$ cat src/rtl/selen_wb_pkg.sv
// Shared types for the selen writeback controller: load size encodings,
// the per-load metadata record kept while a load is outstanding, and the
// architectural zero register.
package selen_wb_pkg;

  localparam logic [4:0] REG_ZERO = 5'd0;

  // Encoding 2'b11 is not a real size; the aligner treats it as a word.
  typedef enum logic [1:0] {
    SZ_BYTE = 2'b00,
    SZ_HALF = 2'b01,
    SZ_WORD = 2'b10,
    SZ_RSVD = 2'b11
  } ld_size_e;

  typedef struct packed {
    logic [4:0] rd;
    ld_size_e   size;
    logic       uns;
    logic [1:0] off;
  } ld_entry_t;

  function automatic logic [31:0] rd_onehot(input logic [4:0] rd);
    return 32'd1 << rd;
  endfunction

endpackage

$ cat src/rtl/wb_ctrl_if.sv
// Bus bundle between the pipeline and the writeback controller: ALU result,
// load issue and response handshakes, register-file write port and the
// outstanding-load busy mask. The controller sits on the slave modport.
interface wb_ctrl_if #(
  parameter int XLEN = 32
);

  logic            alu_vld;
  logic [4:0]      alu_rd;
  logic [XLEN-1:0] alu_data;

  logic            ld_issue_vld;
  logic [4:0]      ld_issue_rd;
  logic [1:0]      ld_issue_size;
  logic            ld_issue_uns;
  logic [1:0]      ld_issue_off;
  logic            ld_issue_rdy;

  logic            ld_resp_vld;
  logic [XLEN-1:0] ld_resp_data;
  logic            ld_resp_rdy;

  logic            rf_we;
  logic [4:0]      rf_adr;
  logic [XLEN-1:0] rf_data;

  logic [31:0]     busy_mask;

  modport master (
    output alu_vld, alu_rd, alu_data,
    output ld_issue_vld, ld_issue_rd, ld_issue_size, ld_issue_uns, ld_issue_off,
    input  ld_issue_rdy,
    output ld_resp_vld, ld_resp_data,
    input  ld_resp_rdy,
    input  rf_we, rf_adr, rf_data,
    input  busy_mask
  );

  modport slave (
    input  alu_vld, alu_rd, alu_data,
    input  ld_issue_vld, ld_issue_rd, ld_issue_size, ld_issue_uns, ld_issue_off,
    output ld_issue_rdy,
    input  ld_resp_vld, ld_resp_data,
    output ld_resp_rdy,
    output rf_we, rf_adr, rf_data,
    output busy_mask
  );

endinterface

$ cat src/rtl/wb_load_align.sv
// Load data aligner: picks the addressed byte or halfword out of the raw
// memory word and sign- or zero-extends it to XLEN. Purely combinational.
module wb_load_align
  import selen_wb_pkg::*;
#(
  parameter int XLEN = 32
) (
  input  logic [XLEN-1:0] i_data,
  input  ld_size_e        i_size,
  input  logic            i_uns,
  input  logic [1:0]      i_off,
  output logic [XLEN-1:0] o_data
);

  logic [4:0]      w_shift;
  logic [XLEN-1:0] w_shifted;

  // Shift the addressed lane down to bit 0, then extend by size.
  // NOTE: every output gets a default before the case so no path leaves it unassigned (no latch).
  always_comb begin
    w_shift = 5'd0;
    case (i_size)
      SZ_BYTE: w_shift = {i_off, 3'b000};
      SZ_HALF: w_shift = {i_off[1], 4'b0000};
      default: w_shift = 5'd0;
    endcase
    w_shifted = i_data >> w_shift;
    o_data    = w_shifted;
    case (i_size)
      SZ_BYTE: o_data = {{(XLEN-8){~i_uns & w_shifted[7]}}, w_shifted[7:0]};
      SZ_HALF: o_data = {{(XLEN-16){~i_uns & w_shifted[15]}}, w_shifted[15:0]};
      default: o_data = w_shifted;
    endcase
  end

endmodule

$ cat src/rtl/wb_ctrl.sv
// Writeback controller: sole writer of the register file port. Merges
// single-cycle ALU results with in-order load responses, aligns load data,
// and exposes the destinations of outstanding loads as a busy mask.
// Optional feature: define SELEN_WB_ERR_EN to add the sticky err output
// flagging responses that arrive with no load outstanding.
module wb_ctrl
  import selen_wb_pkg::*;
#(
  parameter int DEPTH = 4,
  parameter int XLEN  = 32
) (
  input  logic     clk,
  input  logic     reset,
  wb_ctrl_if.slave bus
`ifdef SELEN_WB_ERR_EN
  ,
  output logic     err
`endif
);

  localparam int PW = $clog2(DEPTH);
  localparam int CW = $clog2(DEPTH + 1);
  localparam logic [CW-1:0] FULL_CNT = CW'(DEPTH);

  ld_entry_t        r_q [DEPTH];
  logic [DEPTH-1:0] r_q_vld;
  logic [PW-1:0]    r_wr_ptr;
  logic [PW-1:0]    r_rd_ptr;
  logic [CW-1:0]    r_count;

  logic             r_hold_full;
  logic [4:0]       r_hold_rd;
  logic [XLEN-1:0]  r_hold_data;

  logic             r_rf_we;
  logic [4:0]       r_rf_adr;
  logic [XLEN-1:0]  r_rf_data;

  logic             w_full;
  logic             w_empty;
  logic             w_push;
  logic             w_resp_acc;
  logic             w_pop;
  ld_entry_t        w_new;
  ld_entry_t        w_head;
  logic [XLEN-1:0]  w_aligned;
  logic [31:0]      w_busy;

  assign w_full     = (r_count == FULL_CNT);
  assign w_empty    = (r_count == '0);
  // A full queue refuses issue even when the head pops this same cycle.
  assign w_push     = bus.ld_issue_vld && !w_full;
  assign w_resp_acc = bus.ld_resp_vld && !r_hold_full;
  // A response with nothing outstanding is accepted but matches no load.
  assign w_pop      = w_resp_acc && !w_empty;

  assign w_new.rd   = bus.ld_issue_rd;
  assign w_new.size = ld_size_e'(bus.ld_issue_size);
  assign w_new.uns  = bus.ld_issue_uns;
  assign w_new.off  = bus.ld_issue_off;
  assign w_head     = r_q[r_rd_ptr];

  wb_load_align #(.XLEN(XLEN)) u_align (
    .i_data (bus.ld_resp_data),
    .i_size (w_head.size),
    .i_uns  (w_head.uns),
    .i_off  (w_head.off),
    .o_data (w_aligned)
  );

  // Store the metadata of each issued load at the write pointer.
  // NOTE: sequential state uses non-blocking (<=) so every register samples pre-edge values.
  // NOTE: payload slots carry no reset; r_q_vld alone says which slots hold a live load.
  always_ff @(posedge clk) begin
    if (w_push) r_q[r_wr_ptr] <= w_new;
  end

  // Queue pointers, occupancy count and per-slot valid bits.
  always_ff @(posedge clk) begin
    if (reset) begin
      r_wr_ptr <= '0;
      r_rd_ptr <= '0;
      r_count  <= '0;
      r_q_vld  <= '0;
    end else begin
      if (w_pop) begin
        r_rd_ptr          <= r_rd_ptr + PW'(1);
        r_q_vld[r_rd_ptr] <= 1'b0;
      end
      if (w_push) begin
        r_wr_ptr          <= r_wr_ptr + PW'(1);
        r_q_vld[r_wr_ptr] <= 1'b1;
      end
      case ({w_push, w_pop})
        2'b10:   r_count <= r_count + CW'(1);
        2'b01:   r_count <= r_count - CW'(1);
        default: r_count <= r_count;
      endcase
    end
  end

  // Register-file write arbitration: ALU first, then the parked load, then a fresh response.
  always_ff @(posedge clk) begin
    if (reset) begin
      r_rf_we     <= 1'b0;
      r_rf_adr    <= '0;
      r_rf_data   <= '0;
      r_hold_full <= 1'b0;
      r_hold_rd   <= '0;
      r_hold_data <= '0;
    end else if (bus.alu_vld) begin
      r_rf_we <= (bus.alu_rd != REG_ZERO);
      if (bus.alu_rd != REG_ZERO) begin
        r_rf_adr  <= bus.alu_rd;
        r_rf_data <= bus.alu_data;
      end
      // A colliding response to x0 has nothing to write, so it is not parked.
      if (w_pop && (w_head.rd != REG_ZERO)) begin
        r_hold_full <= 1'b1;
        r_hold_rd   <= w_head.rd;
        r_hold_data <= w_aligned;
      end
    end else if (r_hold_full) begin
      r_rf_we     <= 1'b1;
      r_rf_adr    <= r_hold_rd;
      r_rf_data   <= r_hold_data;
      r_hold_full <= 1'b0;
    end else if (w_pop && (w_head.rd != REG_ZERO)) begin
      r_rf_we   <= 1'b1;
      r_rf_adr  <= w_head.rd;
      r_rf_data <= w_aligned;
    end else begin
      r_rf_we <= 1'b0;
    end
  end

`ifdef SELEN_WB_ERR_EN
  logic w_orphan;
  logic r_err;

  assign w_orphan = w_resp_acc && w_empty;

  // Sticky protocol-violation flag; only reset clears it.
  always_ff @(posedge clk) begin
    if (reset)         r_err <= 1'b0;
    else if (w_orphan) r_err <= 1'b1;
  end

  assign err = r_err;
`endif

  // Busy mask from registered queue and hold state only; x0 is never busy.
  always_comb begin
    w_busy = '0;
    for (int i = 0; i < DEPTH; i++) begin
      if (r_q_vld[i]) w_busy = w_busy | rd_onehot(r_q[i].rd);
    end
    if (r_hold_full) w_busy = w_busy | rd_onehot(r_hold_rd);
    w_busy[0] = 1'b0;
  end

  assign bus.ld_issue_rdy = !w_full;
  assign bus.ld_resp_rdy  = !r_hold_full;
  assign bus.rf_we        = r_rf_we;
  assign bus.rf_adr       = r_rf_adr;
  assign bus.rf_data      = r_rf_data;
  assign bus.busy_mask    = w_busy;

endmodule

$ cat src/flat_wrapper.sv
// flat-port wrapper written by rule: the top's interface ports become plain ports
module wb_ctrl_flat import selen_wb_pkg::*;
#(
  parameter int DEPTH = 4,
  parameter int XLEN  = 32
)
  (clk, reset, bus_alu_vld, bus_alu_rd, bus_alu_data, bus_ld_issue_vld, bus_ld_issue_rd, bus_ld_issue_size, bus_ld_issue_uns, bus_ld_issue_off, bus_ld_issue_rdy, bus_ld_resp_vld, bus_ld_resp_data, bus_ld_resp_rdy, bus_rf_we, bus_rf_adr, bus_rf_data, bus_busy_mask);
  wb_ctrl_if #(.XLEN(XLEN)) bus_i ();
  input  logic clk;
  input  logic reset;
  input wire logic [$bits(bus_i.alu_vld)-1:0] bus_alu_vld;
  input wire logic [$bits(bus_i.alu_rd)-1:0] bus_alu_rd;
  input wire logic [$bits(bus_i.alu_data)-1:0] bus_alu_data;
  input wire logic [$bits(bus_i.ld_issue_vld)-1:0] bus_ld_issue_vld;
  input wire logic [$bits(bus_i.ld_issue_rd)-1:0] bus_ld_issue_rd;
  input wire logic [$bits(bus_i.ld_issue_size)-1:0] bus_ld_issue_size;
  input wire logic [$bits(bus_i.ld_issue_uns)-1:0] bus_ld_issue_uns;
  input wire logic [$bits(bus_i.ld_issue_off)-1:0] bus_ld_issue_off;
  output wire logic [$bits(bus_i.ld_issue_rdy)-1:0] bus_ld_issue_rdy;
  input wire logic [$bits(bus_i.ld_resp_vld)-1:0] bus_ld_resp_vld;
  input wire logic [$bits(bus_i.ld_resp_data)-1:0] bus_ld_resp_data;
  output wire logic [$bits(bus_i.ld_resp_rdy)-1:0] bus_ld_resp_rdy;
  output wire logic [$bits(bus_i.rf_we)-1:0] bus_rf_we;
  output wire logic [$bits(bus_i.rf_adr)-1:0] bus_rf_adr;
  output wire logic [$bits(bus_i.rf_data)-1:0] bus_rf_data;
  output wire logic [$bits(bus_i.busy_mask)-1:0] bus_busy_mask;
  assign bus_i.alu_vld = bus_alu_vld;
  assign bus_i.alu_rd = bus_alu_rd;
  assign bus_i.alu_data = bus_alu_data;
  assign bus_i.ld_issue_vld = bus_ld_issue_vld;
  assign bus_i.ld_issue_rd = bus_ld_issue_rd;
  assign bus_i.ld_issue_size = bus_ld_issue_size;
  assign bus_i.ld_issue_uns = bus_ld_issue_uns;
  assign bus_i.ld_issue_off = bus_ld_issue_off;
  assign bus_ld_issue_rdy = bus_i.ld_issue_rdy;
  assign bus_i.ld_resp_vld = bus_ld_resp_vld;
  assign bus_i.ld_resp_data = bus_ld_resp_data;
  assign bus_ld_resp_rdy = bus_i.ld_resp_rdy;
  assign bus_rf_we = bus_i.rf_we;
  assign bus_rf_adr = bus_i.rf_adr;
  assign bus_rf_data = bus_i.rf_data;
  assign bus_busy_mask = bus_i.busy_mask;
  wb_ctrl #(.DEPTH(DEPTH), .XLEN(XLEN)) u_core (.clk(clk), .reset(reset), .bus(bus_i));
endmodule
$ cat config.mk
export PLATFORM = sky130hd
export DESIGN_NAME = wb_ctrl_flat
export DESIGN_NICKNAME = d
export VERILOG_FILES = /design/src/rtl/selen_wb_pkg.sv /design/src/rtl/wb_ctrl_if.sv /design/src/rtl/wb_load_align.sv /design/src/rtl/wb_ctrl.sv /design/src/flat_wrapper.sv
export SDC_FILE = /design/constraint.sdc
export NUM_CORES = 1
export LEC_CHECK = 0
export CORE_ASPECT_RATIO = 0.6
export CORE_MARGIN = 1
export CORE_UTILIZATION = 25
export CTS_CLUSTER_DIAMETER = 80
export DETAILED_ROUTE_END_ITERATION = 6
export GPL_TIMING_DRIVEN = 0
export SLEW_MARGIN = 15
export SYNTH_ARGS = -nofsm -noshare
export SYNTH_HDL_FRONTEND = slang
export SYNTH_SLANG_ARGS = --single-unit
export TNS_END_PERCENT = 5
$ cat constraint.sdc
create_clock -name clk -period 6.3 [get_ports clk]
set_input_delay 1.575 -clock clk [delete_from_list [all_inputs] [get_ports clk]]
set_output_delay 1.575 -clock clk [all_outputs]
set_load 0.01 [all_outputs]
==> metrics <==
Seq pwr share=0.328; status=finished, final reports clean; final period demand of the worst path=around 4.6 ns; grt met1 use=0.304; top cells by area, synth=dfxtp_1, edfxtp_1, nand2_1; synth warn=0; Worst Skew=approximately 0.012 ns; ant diodes=0; crit path DAT=around 3.0 ns; Post-synth EDFFs=40; detailed-route DRC error count=0; delay-heaviest family, CP=buffers and inverters; # fillers=approximately 3000; final wirelength=30800 µm; core area=slightly below 0.03 mm²; Internal Pwr Total=just over 2 mW; Die H=roughly 140 µm; drt pass-1 iters=6; share of cells above drive strength 1=0.0877; met3 Resource Use GR=0.0580; FMAX=between 0.2 and 0.25 GHz; Post-Syn Area per Cell=between 8 and 9 µm²; period utilization=0.726; count leader, synth=nand2_1; DP Wirelength=between 20000 and 25000 µm; Post-Synthesis Cells=just under 900; unrepaired setup endpoints after global routing=no; endpoints failing hold=0; nets@finish=roughly 1100; top cells by count, synth=nand2_1, nor2_1, dfxtp_1, clkbuf_1, nand3_1; GP Congestion=roughly 0.95; post-synthesis sequential area ratio=0.393; CTS tree=done; largest net degree at the start of global routing=17; Net Sw Frac=0.390; Final Non-Filler Cells=approximately 1500; CP peak stage delay=roughly 0.57 ns; PwrDens=about 330 mW/mm²; H-tree depth=4; CTS resizes=0; Critical Path RT=around 4.7 ns; most used routing layer=met1; Async S/R FF share, synth=0; vias in the first global route=just over 7000; initial antenna violation count=0; met2 Use GR=0.262; worst-margin pin slew=0.926 ns; area grow syn2layout=34.5%; Worst-path clk slew=roughly 0.060 ns; first-pass GRT wire length=around 45000 µm; area leader, netlist=dfxtp_1; crit path capture type=output pin; CTS sink cnt=between 100 and 150; Main synth FF type=dfxtp_1; worst r2r src=u_core.r_q[1][7]; worst min path class=reg2reg; hold path cells=2; Synth cell types=between 60 and 70; CP max stage cell=clkdlybuf4s50_1; Vias/cell=~5.3; drt initial violations=about 1100; DR WL/cell=21.1 µm; Hold Path Sink=u_core.bus.rf_data[8]; Max Buffers Root-to-Sink=2; io pins=156; grt total ovfl=0; Comb pwr share=0.383; Setup Viol. Count Final=0; Buf/Inv on CP=3; clock share of power=0.288; share of Yosys cell area claimed by the top area cell type=0.235; critical path class=reg2out; Rel. slew slack=0.377; critical-path cell list=clkbuf_1, buf_1, nand3_1, o22ai_1, nor2_1, o221ai_1, clkdlybuf4s50_1; remaining antenna violation count=0; CTS Hold Bufs=0; HP Start=u_core.bus.rf_data[8]; root buffer cell=clkbuf_16; Startpoint Class=flip-flop; Clk Latency, worst-skew pair=about 0.44 ns; register bit total from synthesis=129; Final Total Pwr=~3.4 mW; R2R depth=8; Die Footprint=a little over 0.03 mm²; max cap viols=0; R2R setup slack=3.27 ns; die width=roughly 230 µm; pins over their slew limit=0; largest fanout on the critical path=10; Max VDD drop=about 140 µV; Synth Cell Area=0.00758 mm²; Inst Count DP=1429; r2r endpoint=u_core.bus.rf_data[8]; PortBufs=roughly 150; Inserted Clock Buffers=17; total number of vias=between 7000 and 8000; Sw Pwr=1.32 mW; TNS Setup=0 ns; leak pwr=3.42 nW; GRT Util Overall=0.198; syn_nets=970; post-CTS setup buffers=0; initial core utilization=0.259; row count=48
[worst max-delay path by stage]
stage	startpoint	end	slack (ns)	cells past startpoint
4_1_cts	u_core.r_hold_full	bus_busy_mask[30]	1.76	7
2_1_floorplan	bus_ld_resp_vld	u_core.r_count[2]	3.00	8
5_1_grt	u_core.r_hold_full	bus_busy_mask[30]	1.61	7
3_3_place_gp	bus_ld_resp_vld	u_core.bus.rf_data[5]	2.08	8
3_5_place_dp	bus_ld_resp_vld	u_core.bus.rf_data[0]	2.09	8
6_report	u_core.r_hold_full	bus_busy_mask[30]	1.73	7
[sequential cells by signal, summed over array words and instances, names as in the netlist, named ones only]
signal / count
u_core.r_q_vld: 4
u_core.r_rd_ptr: 2
u_core.r_wr_ptr: 2
u_core.bus.rf_data: 32
u_core.r_hold_data: 32
u_core.bus.rf_we: 1
u_core.r_count: 3
u_core.r_hold_full: 1
u_core.bus.rf_adr: 5
u_core.r_hold_rd: 5
u_core.r_q: 40
[per-layer routing]
metal | vias to the layer above | routed length, µm | share of wire
met5 | - | 0 | 0
met4 | 0 | 351 | 0.011
met3 | 27 | 3070 | 0.099
met2 | 384 | 12200 | 0.40
met1 | 3732 | 15200 | 0.49
li1 | 3575 | - | -
[final cells by class]
type	count	area [µm²]	share of cell area
plain buffers	68	339	0.0333
clock buffers	17	425	0.0417
clock inverters	15	156	0.0153
inverters	19	71.3	0.00699
multi-input cells	660	4190	0.411
flip-flops and latches	129	2980	0.293
well taps	400	500	0.0491
repair buffers	153	1530	0.150
[logic make-up (layout without fill, tap and decap cells)]
group / after synthesis / count (layout) / share of synthesized area
fa+ha+maj: 10 / 10 / 0.0175
mux: 43 / 43 / 0.0739
xor+xnor: 4 / 4 / 0.00462
flops: 129 / 129 / 0.393
buf+inv: 87 / 272 / 0.0541
compound gates: 213 / 213 / 0.201
other cells: 1 / 1 / 0.000495
simple gates: 389 / 389 / 0.254
[through the flow]
stage	worst slack, ns	hold WS (ns)	cell area [µm²]	util
final	1.73	0.459	10200	0.349
after global routing	1.61	0.485	10200	0.349
after CTS	1.76	0.455	10200	0.349
after detailed placement	2.09	0.448	9610	0.329
after global placement	2.08	0.444	9610	0.329
after floorplan	3.00	0.436	7580	-
[power by group through the flow]
| stage | combinational (mW) | clock (mW) | sequential [mW] |
|---|---|---|---|
| detailed placement | 1.28 | 0 | 1.13 |
| floorplan | 0.787 | 0 | 1.12 |
| CTS | 1.28 | 0.988 | 1.11 |
| global placement | 1.26 | 0 | 1.12 |
| global route | 1.41 | 1.03 | 1.13 |
| finish | 1.30 | 0.977 | 1.11 |
[placed cells by master, fill, tap and decap left out, drive strengths merged, types with 3 or more instances in the layout]
cell           synthesis  final
clkdlybuf4s50          0    153
nand2                110    110
nor2                 103    103
dfxtp                 89     89
clkbuf                46     63
nand3                 45     45
a21oi                 43     43
edfxtp                40     40
a22oi                 33     33
o21ai                 32     32
o221ai                31     31
inv                   19     30
mux2i                 29     29
nor3b                 23     23
nor3                  22     22
nand3b                22     22
buf                   22     22
nand2b                20     20
o22ai                 19     19
a31oi                 17     17
a311oi                16     16
mux4                  10     10
and3                   9      9
ha                     9      9
nor2b                  8      8
or2                    7      7
a211oi                 5      5
and2                   4      4
mux2                   4      4
and3b                  4      4
or3b                   4      4
clkinv                 0      4
or3                    3      3
a221o                  3      3
[tightest hold or removal path, stage by stage (launching register included)]
cell and delay [ns]:
dfxtp_1 0.31, nand2_1 0.05, a21oi_1 0.05
(Power assumes the default switching activity.)
